### src/rtl/camera_capture_param.sv
// Parametrised DVP camera front end: deserialises vsync/href/data into
// BYTES_PER_PIXEL-byte pixels, tags each kept pixel with decimated x/y,
// and reports line/frame strobes, a frame counter and sticky error flags.
module camera_capture_param #(
    parameter int BYTES_PER_PIXEL = 2,
    parameter int H_MAX           = 640,
    parameter int V_MAX           = 480,
    parameter int DEC_LOG2        = 0,
    parameter int FRAME_CNT_W     = 8
) (
    input  logic                         clk_in,
    input  logic                         rst_in,
    input  logic                         vsync_in,
    input  logic                         href_in,
    input  logic [7:0]                   p_data_in,
    output logic [8*BYTES_PER_PIXEL-1:0] pixel_data_out,
    output logic [$clog2(H_MAX)-1:0]     hcount_out,
    output logic [$clog2(V_MAX)-1:0]     vcount_out,
    output logic                         pixel_valid_out,
    output logic                         line_done_out,
    output logic                         frame_done_out,
    output logic [FRAME_CNT_W-1:0]       frame_count_out,
    output logic                         overflow_err_out,
    output logic                         align_err_out
);

    localparam int HW = $clog2(H_MAX);
    localparam int VW = $clog2(V_MAX);
    localparam int PW = 8 * BYTES_PER_PIXEL;

    // Source coordinates carry one extra bit so they can sit at H_MAX/V_MAX.
    localparam logic [HW:0] X_LIMIT    = (HW+1)'(H_MAX);
    localparam logic [VW:0] Y_LIMIT    = (VW+1)'(V_MAX);
    localparam logic [HW:0] X_MASK     = (HW+1)'((1 << DEC_LOG2) - 1);
    localparam logic [VW:0] Y_MASK     = (VW+1)'((1 << DEC_LOG2) - 1);
    localparam logic [1:0]  LAST_PHASE = 2'(BYTES_PER_PIXEL - 1);

    typedef enum logic [1:0] {
        SYNC,
        WAIT_START,
        CAPTURE
    } state_t;

    state_t         state;
    logic [HW:0]    src_x;
    logic [VW:0]    src_y;
    logic [1:0]     phase;
    logic           href_d;
    logic [PW-1:0]  byte_buf;
    logic [PW-1:0]  assembled;
    logic           byte_en;
    logic           in_range;
    logic           keep;

    // Bytes shift in from the bottom, so the first byte of a pixel ends up in
    // the MSBs once the final byte arrives; partial leftovers simply shift out.
    assign assembled = PW'({byte_buf, p_data_in});
    assign byte_en   = (state == CAPTURE) && !vsync_in && href_in;
    assign in_range  = (src_x < X_LIMIT) && (src_y < Y_LIMIT);
    assign keep      = ((src_x & X_MASK) == '0) && ((src_y & Y_MASK) == '0);

    // Frame sync FSM, byte assembly, coordinate tracking and all registered outputs.
    always_ff @(posedge clk_in or posedge rst_in) begin
        if (rst_in) begin
            state            <= SYNC;
            src_x            <= '0;
            src_y            <= '0;
            phase            <= '0;
            href_d           <= 1'b0;
            byte_buf         <= '0;
            pixel_data_out   <= '0;
            hcount_out       <= '0;
            vcount_out       <= '0;
            pixel_valid_out  <= 1'b0;
            line_done_out    <= 1'b0;
            frame_done_out   <= 1'b0;
            frame_count_out  <= '0;
            overflow_err_out <= 1'b0;
            align_err_out    <= 1'b0;
        end else begin
            pixel_valid_out <= 1'b0;
            line_done_out   <= 1'b0;
            frame_done_out  <= 1'b0;
            href_d          <= byte_en;
            case (state)
                SYNC: begin
                    if (vsync_in) state <= WAIT_START;
                end
                WAIT_START: begin
                    if (!vsync_in) begin
                        state <= CAPTURE;
                        src_x <= '0;
                        src_y <= '0;
                        phase <= '0;
                    end
                end
                CAPTURE: begin
                    if (vsync_in) begin
                        state           <= WAIT_START;
                        frame_done_out  <= 1'b1;
                        frame_count_out <= frame_count_out + 1'b1;
                        phase           <= '0;
                    end else if (href_in) begin
                        byte_buf <= assembled;
                        if (phase == LAST_PHASE) begin
                            phase <= '0;
                            if (in_range) begin
                                src_x <= src_x + 1'b1;
                                if (keep) begin
                                    pixel_valid_out <= 1'b1;
                                    pixel_data_out  <= assembled;
                                    hcount_out      <= HW'(src_x >> DEC_LOG2);
                                    vcount_out      <= VW'(src_y >> DEC_LOG2);
                                end
                            end else begin
                                overflow_err_out <= 1'b1;
                            end
                        end else begin
                            phase <= phase + 1'b1;
                        end
                    end else if (href_d) begin
                        line_done_out <= 1'b1;
                        src_x         <= '0;
                        phase         <= '0;
                        if (src_y < Y_LIMIT) src_y <= src_y + 1'b1;
                        if (phase != '0) align_err_out <= 1'b1;
                    end
                end
                default: state <= SYNC;
            endcase
        end
    end

endmodule

### config.mk
export PLATFORM = sky130hd
export DESIGN_NAME = camera_capture_param
export DESIGN_NICKNAME = d
export VERILOG_FILES = /design/src/rtl/camera_capture_param.sv
export SDC_FILE = /design/constraint.sdc
export NUM_CORES = 1
export LEC_CHECK = 0
export CAP_MARGIN = 30
export CORE_UTILIZATION = 34
export CTS_BUF_LIST = sky130_fd_sc_hd__clkbuf_4 sky130_fd_sc_hd__clkbuf_8
export DETAILED_ROUTE_END_ITERATION = 7
export GPL_ROUTABILITY_DRIVEN = 0
export PLACE_DENSITY = 0.62
export SLEW_MARGIN = 15
export SYNTH_ARGS = -nofsm -noshare
export SYNTH_HDL_FRONTEND = slang
export SYNTH_SLANG_ARGS = --single-unit
### constraint.sdc
create_clock -name clk_in -period 3.3 [get_ports clk_in]
set_input_delay 0.495 -clock clk_in [delete_from_list [all_inputs] [get_ports clk_in]]
set_output_delay 0.495 -clock clk_in [all_outputs]
set_load 0.01 [all_outputs]
# After elaboration in Yosys (flattened, before gate mapping)
# Cells that the tools add are included.
# totals
word_cells	87
inputBits	12
regBits	82
# classes
n_eq_ne	13
bitwise_logic	3
reduce_logical	17
n_lt_le_gt_ge	2
n_addsub	4
n_mux	33
# ops
cell	n
$mux W11	6
$mux W10	5
$pmux W11 S2	1
$pmux W10 S2	1
$reduce_and A5 Y1	3
$mux W2	7
$reduce_and A6 Y1	2
$add A11 B1 Y11 const B	1
$lt A11 B10 Y1 const B	1
$mux W1	11
$add A10 B1 Y10 const B	1
$lt A10 B9 Y1 const B	1
$add A8 B1 Y8 const B	1
$ne A2 B2 Y1 const B	4
$pmux W2 S2	2
$ne A3 B3 Y1 const B	2
$reduce_and A3 Y1	2
$eq A2 B1 Y1 const B	2
$ne A2 B1 Y1 const B	2
$ne A4 B4 Y1 const B	1
$reduce_and A2 Y1	2
$reduce_bool A2 Y1	2
$logic_and A1 B1 Y1	3
$ne A3 B2 Y1 const B	1
other kinds (6)	8

# Logic depth before layout (Yosys ltp)
# logic_depth
word_depth	7
depth_mapped	7

# Worst setup path after synthesis
# OpenSTA, ideal clock, no wires.
# synth_path
path_kind	flip-flop to flip-flop
startpoint	register state[0]
endpoint	register src_x[5]
stages_incl_launch_ff	6
n_path_buf	0
path_slack_ps	1492
synth_period_minus_slack_ps	1808
required_time_ps	3177
arrival_time_ps	1685
setup_ps	123
cell_sequence	dfrtp_1 > ha_1 > a21oi_2 > o21ai_2 > or4_1 > mux2i_1
# synth_via
elab_chain_len	3
# synth_rtl
item	line_no	text
from (decl)	44	state_t state;
from (signal assigned)	65	state <= SYNC;
from (signal assigned)	87	if (vsync_in) state <= WAIT_START;
from (signal assigned)	91	state <= CAPTURE;
$eq A2 B2 Y1 or $eq A2 B1 Y1 (tied branches)	85	case (state)
$ne A3 B2 Y1 (no line) (tied with other cells)	n/a	
$reduce_and A6 Y1 (no line)	n/a	
to (signal assigned)	108	src_x <= src_x + 1'b1;
to (decl)	45	logic [HW:0] src_x;
# Several ways; a longest one is shown, not always the timed one.
# A chain may end at the register's enable or synchronous reset.

# Worst setup path after layout
# layout_path
startpoint	input port vsync_in
endpoint	register src_y[7]
# layout_via
elab_chain_len	2
# layout_rtl
item	line_no	text
from (decl)	13	input logic vsync_in,
$ne A2 B2 Y1 (no line)	n/a	
$reduce_and A6 Y1 (no line) (*)	n/a	
to (signal assigned)	125	if (src_y < Y_LIMIT) src_y <= src_y + 1'b1;
to (decl)	46	logic [VW:0] src_y;
# Mark *: on every way between the ends. The rest lies on a longest branch, timed or not.

==> impl_metrics.tcl <==
set metrics [dict create \
    pwr-share-comb 0.234 \
    die-area_mm2 0.01116 \
    placementRows 37 \
    antenna_cells 0 \
    min_path_type "input pin to async pin" \
    ios 60 \
    fin_crit_sh 0.7016 \
    arrival_ns 2.60 \
    h-tree-depth 3 \
    crit_required_ns 3.58 \
    p_leak_nw 2.202 \
    cts_tree "built" \
    clkSinkCount 82 \
    path_cells "clkdlybuf4s50_1, a21oi_2, o221ai_2, or4_1, a21oi_1" \
    vias 2396 \
    setup_violations 0 \
    start_kind "input pin" \
    yosysWarnings 0 \
    coreArea_mm2 0.01037 \
    first_pass_iters 4 \
    drive_above_1_share 0.2244 \
    cpPeakStageDelay_ns 0.65 \
    finalNetCount 365 \
    ys_async_sr_fraction 1.000 \
    place_area_mm2 0.004429 \
    setup_tns_ns 0 \
    grt_max_degree 37 \
    grt_setup_unrepaired "no" \
    yosysTopAreaCellShare 0.5616 \
    slew_headroom 0.5935 \
    worstPathMaxFanout 16 \
    cts_setup_buffers 0 \
    yosys-top-cells-area "dfrtp_1 56%, mux2_4 12%, mux2_2 5.2%, nand2_1 2.2%, ha_1 2.1%" \
    ff2ff_path_depth 6 \
    finalHoldViolCount 0 \
    port_buffers 59 \
    power_density_mw_per_mm2 551.6 \
    drtIter0Drc 86 \
    power.share.sequential 0.466 \
    min_period_ns 2.315 \
    ctsResizeCount 0 \
    path_class "input pin to flop" \
    synth_seq_cells 82 \
    slew_violations 0 \
    regToRegEndpoint "src_y[7]$_DFFE_PP0P_" \
    path_clk_slew_ns 0.09 \
    fp.dieW_um 105.7 \
    wl_per_cell_um 14.32 \
    netlist_instances 278 \
    clk_latency_ns 0.36 \
    r2r_setup_slack_ns 1.02 \
    slowest_stage "clkdlybuf4s50_1" \
    reg2reg_from "state[0]$_DFFE_PP0P_" \
    hpwl_um 4771 \
    drv_cap 0 \
    grt_usage 0.1367 \
    synth_top_area_cell "dfrtp_1" \
    clockPowerShare 0.300 \
    die_y_um 105.7 \
    synth.distinct_cells 49 \
    p_int_mw 1.757 \
    synth-edff-count 0 \
    synth_area_per_cell_um2 13.14 \
    tightest_slew_ns 0.6097 \
    synth_ff_type "dfrtp_1" \
    p_switching_uw 801.7 \
    synth.net_count 296 \
    ys_seq_area_frac 0.5616 \
    antenna_left 0 \
    grt_antenna_before_repair 0 \
    via_per_inst 4.910 \
    ctsRootBufferMaster "clkbuf_8" \
    cts_hold_buffers 0 \
    drc_errors 0 \
    start_util 0.3523 \
    fmax_mhz 431.9 \
    cts_made_buffers 9 \
    place_ws_ns 0.6262 \
    grt_pass1_vias 2374 \
    grt_overflow_total 0 \
    clock_skew_ns 0.01270 \
    grt_pass1_wl_um 11850 \
    syn2layout_area_growth_pct 26.99 \
    cts.path.max_buffers 2 \
    end_kind "flop" \
    worst_slack_ns 0.9846 \
    stdcell_area_mm2 0.004639 \
    syn_area_mm2 0.003654 \
    status "finished, final reports clean" \
    max-vdd-ir-drop_uv 257.0 \
    wl_um 6986 \
    power.share.switching 0.3133 \
]
==> metal layers <==
metal	part of all wire	up-vias	global-route usage
met4	0.013	0	0.04663
li1	-	1152	-
met2	0.46	49	0.2003
met5	0	-	0
met3	0.045	9	0.04515
met1	0.49	1186	0.1889
==> cell type report <==
class	instances	area [um^2]
inverters	8	31.28
multi-input cells	180	1508
clock inverters	6	72.57
repair buffers	66	668.1
fillers	965	5731
flip-flops and latches	82	2052
well taps	136	170.2
clock buffers	10	137.6
==> worst max-delay path, delay by kind of cell <==
family / cells / cell delay, ns
AO/OA/AOI/OAI: 3 / 0.88
buffers and inverters: 1 / 0.65
AND/OR/NAND/NOR: 1 / 0.57
==> logic make-up (layout without fill, tap and decap cells) <==
| family | count (synthesis) | in the layout | synth area share |
|---|---|---|---|
| compound gates | 44 | 44 | 0.08288 |
| xor+xnor | 7 | 7 | 0.01678 |
| fa+ha+maj | 6 | 6 | 0.02055 |
| buf+inv | 16 | 90 | 0.02568 |
| flops | 82 | 82 | 0.5616 |
| mux | 49 | 49 | 0.1798 |
| simple gates | 74 | 74 | 0.1127 |
==> sequential cells by signal, indices dropped and copies added (netlist names) <==
signal,flops
align_err_out,1
byte_buf,8
pixel_data_out,16
frame_count_out,8
src_x,11
line_done_out,1
src_y,10
frame_done_out,1
overflow_err_out,1
pixel_valid_out,1
hcount_out,10
state,2
href_d,1
vcount_out,9
phase,2
==> synthesized netlist by cell type (4+ instances only) <==
| cell type | instances |
|---|---|
| inv_1 | 8 |
| mux2_4 | 29 |
| ha_1 | 6 |
| o21ai_0 | 12 |
| mux2_2 | 17 |
| a21oi_1 | 9 |
| nor3_1 | 5 |
| nand2_1 | 21 |
| or4_1 | 4 |
| or3_1 | 6 |
| o31ai_1 | 4 |
| nand3_1 | 10 |
| nor2_1 | 9 |
| dfrtp_1 | 82 |
| xnor2_1 | 4 |
| buf_6 | 4 |
==> worst max-delay path by stage <==
stage                        start                         to  slack, ns  cells past startpoint
after floorplan             rst_in  align_err_out$_DFFE_PP0P_       0.70                      1
after global placement    vsync_in       src_y[7]$_DFFE_PP0P_       0.69                      5
after detailed placement  vsync_in       src_y[7]$_DFFE_PP0P_       0.63                      5
after CTS                 vsync_in       src_y[7]$_DFFE_PP0P_       1.01                      5
after global routing      vsync_in       src_y[7]$_DFFE_PP0P_       0.81                      5
final                     vsync_in       src_y[7]$_DFFE_PP0P_       0.98                      5
==> power groups by stage <==
stage / Sequential, mW / Clock, mW / Combinational, mW
2_1_floorplan: 1.22 / 0 / 0.376
3_3_place_gp: 1.21 / 0 / 0.583
3_5_place_dp: 1.21 / 0 / 0.602
4_1_cts: 1.19 / 0.791 / 0.606
5_1_grt: 1.21 / 0.839 / 0.671
6_report: 1.19 / 0.768 / 0.599
==> metrics by stage <==
stage | hold slack (ns) | utilization | power [mW] | instances
3_5_place_dp | 0.4601 | 0.4271 | 1.816 | 472
3_3_place_gp | 0.4587 | 0.4252 | 1.794 | 471
2_1_floorplan | 0.4697 | - | 1.593 | 278
4_1_cts | 0.4646 | 0.4474 | 2.592 | 488
6_report | 0.4609 | 0.4474 | 2.559 | 488
5_1_grt | 0.4911 | 0.4474 | 2.721 | 488
==> placed cells by master, fill, tap and decap left out, types with 2 or more instances in the layout <==
cell type | Yosys | layout
o21ai_0 | 12 | 12
nor2_1 | 9 | 9
o211ai_1 | 2 | 2
mux2_2 | 17 | 17
o31ai_1 | 4 | 4
or4_1 | 4 | 4
clkdlybuf4s50_1 | 0 | 59
inv_6 | 0 | 2
xor2_1 | 3 | 3
nand2b_1 | 3 | 3
buf_4 | 0 | 5
a2bb2oi_1 | 2 | 2
a21oi_1 | 9 | 9
ha_1 | 6 | 6
inv_1 | 8 | 7
o21a_1 | 2 | 2
dfrtp_1 | 82 | 82
mux2_4 | 29 | 29
clkbuf_8 | 0 | 10
nand2_1 | 21 | 21
or2_2 | 2 | 2
mux2i_1 | 3 | 3
nand4_1 | 3 | 3
nor4_1 | 2 | 2
nor3_1 | 5 | 5
nand3_1 | 10 | 10
clkinv_4 | 0 | 2
buf_12 | 0 | 2
xnor2_1 | 4 | 4
or3_1 | 6 | 6
(Power assumes the default switching activity.)
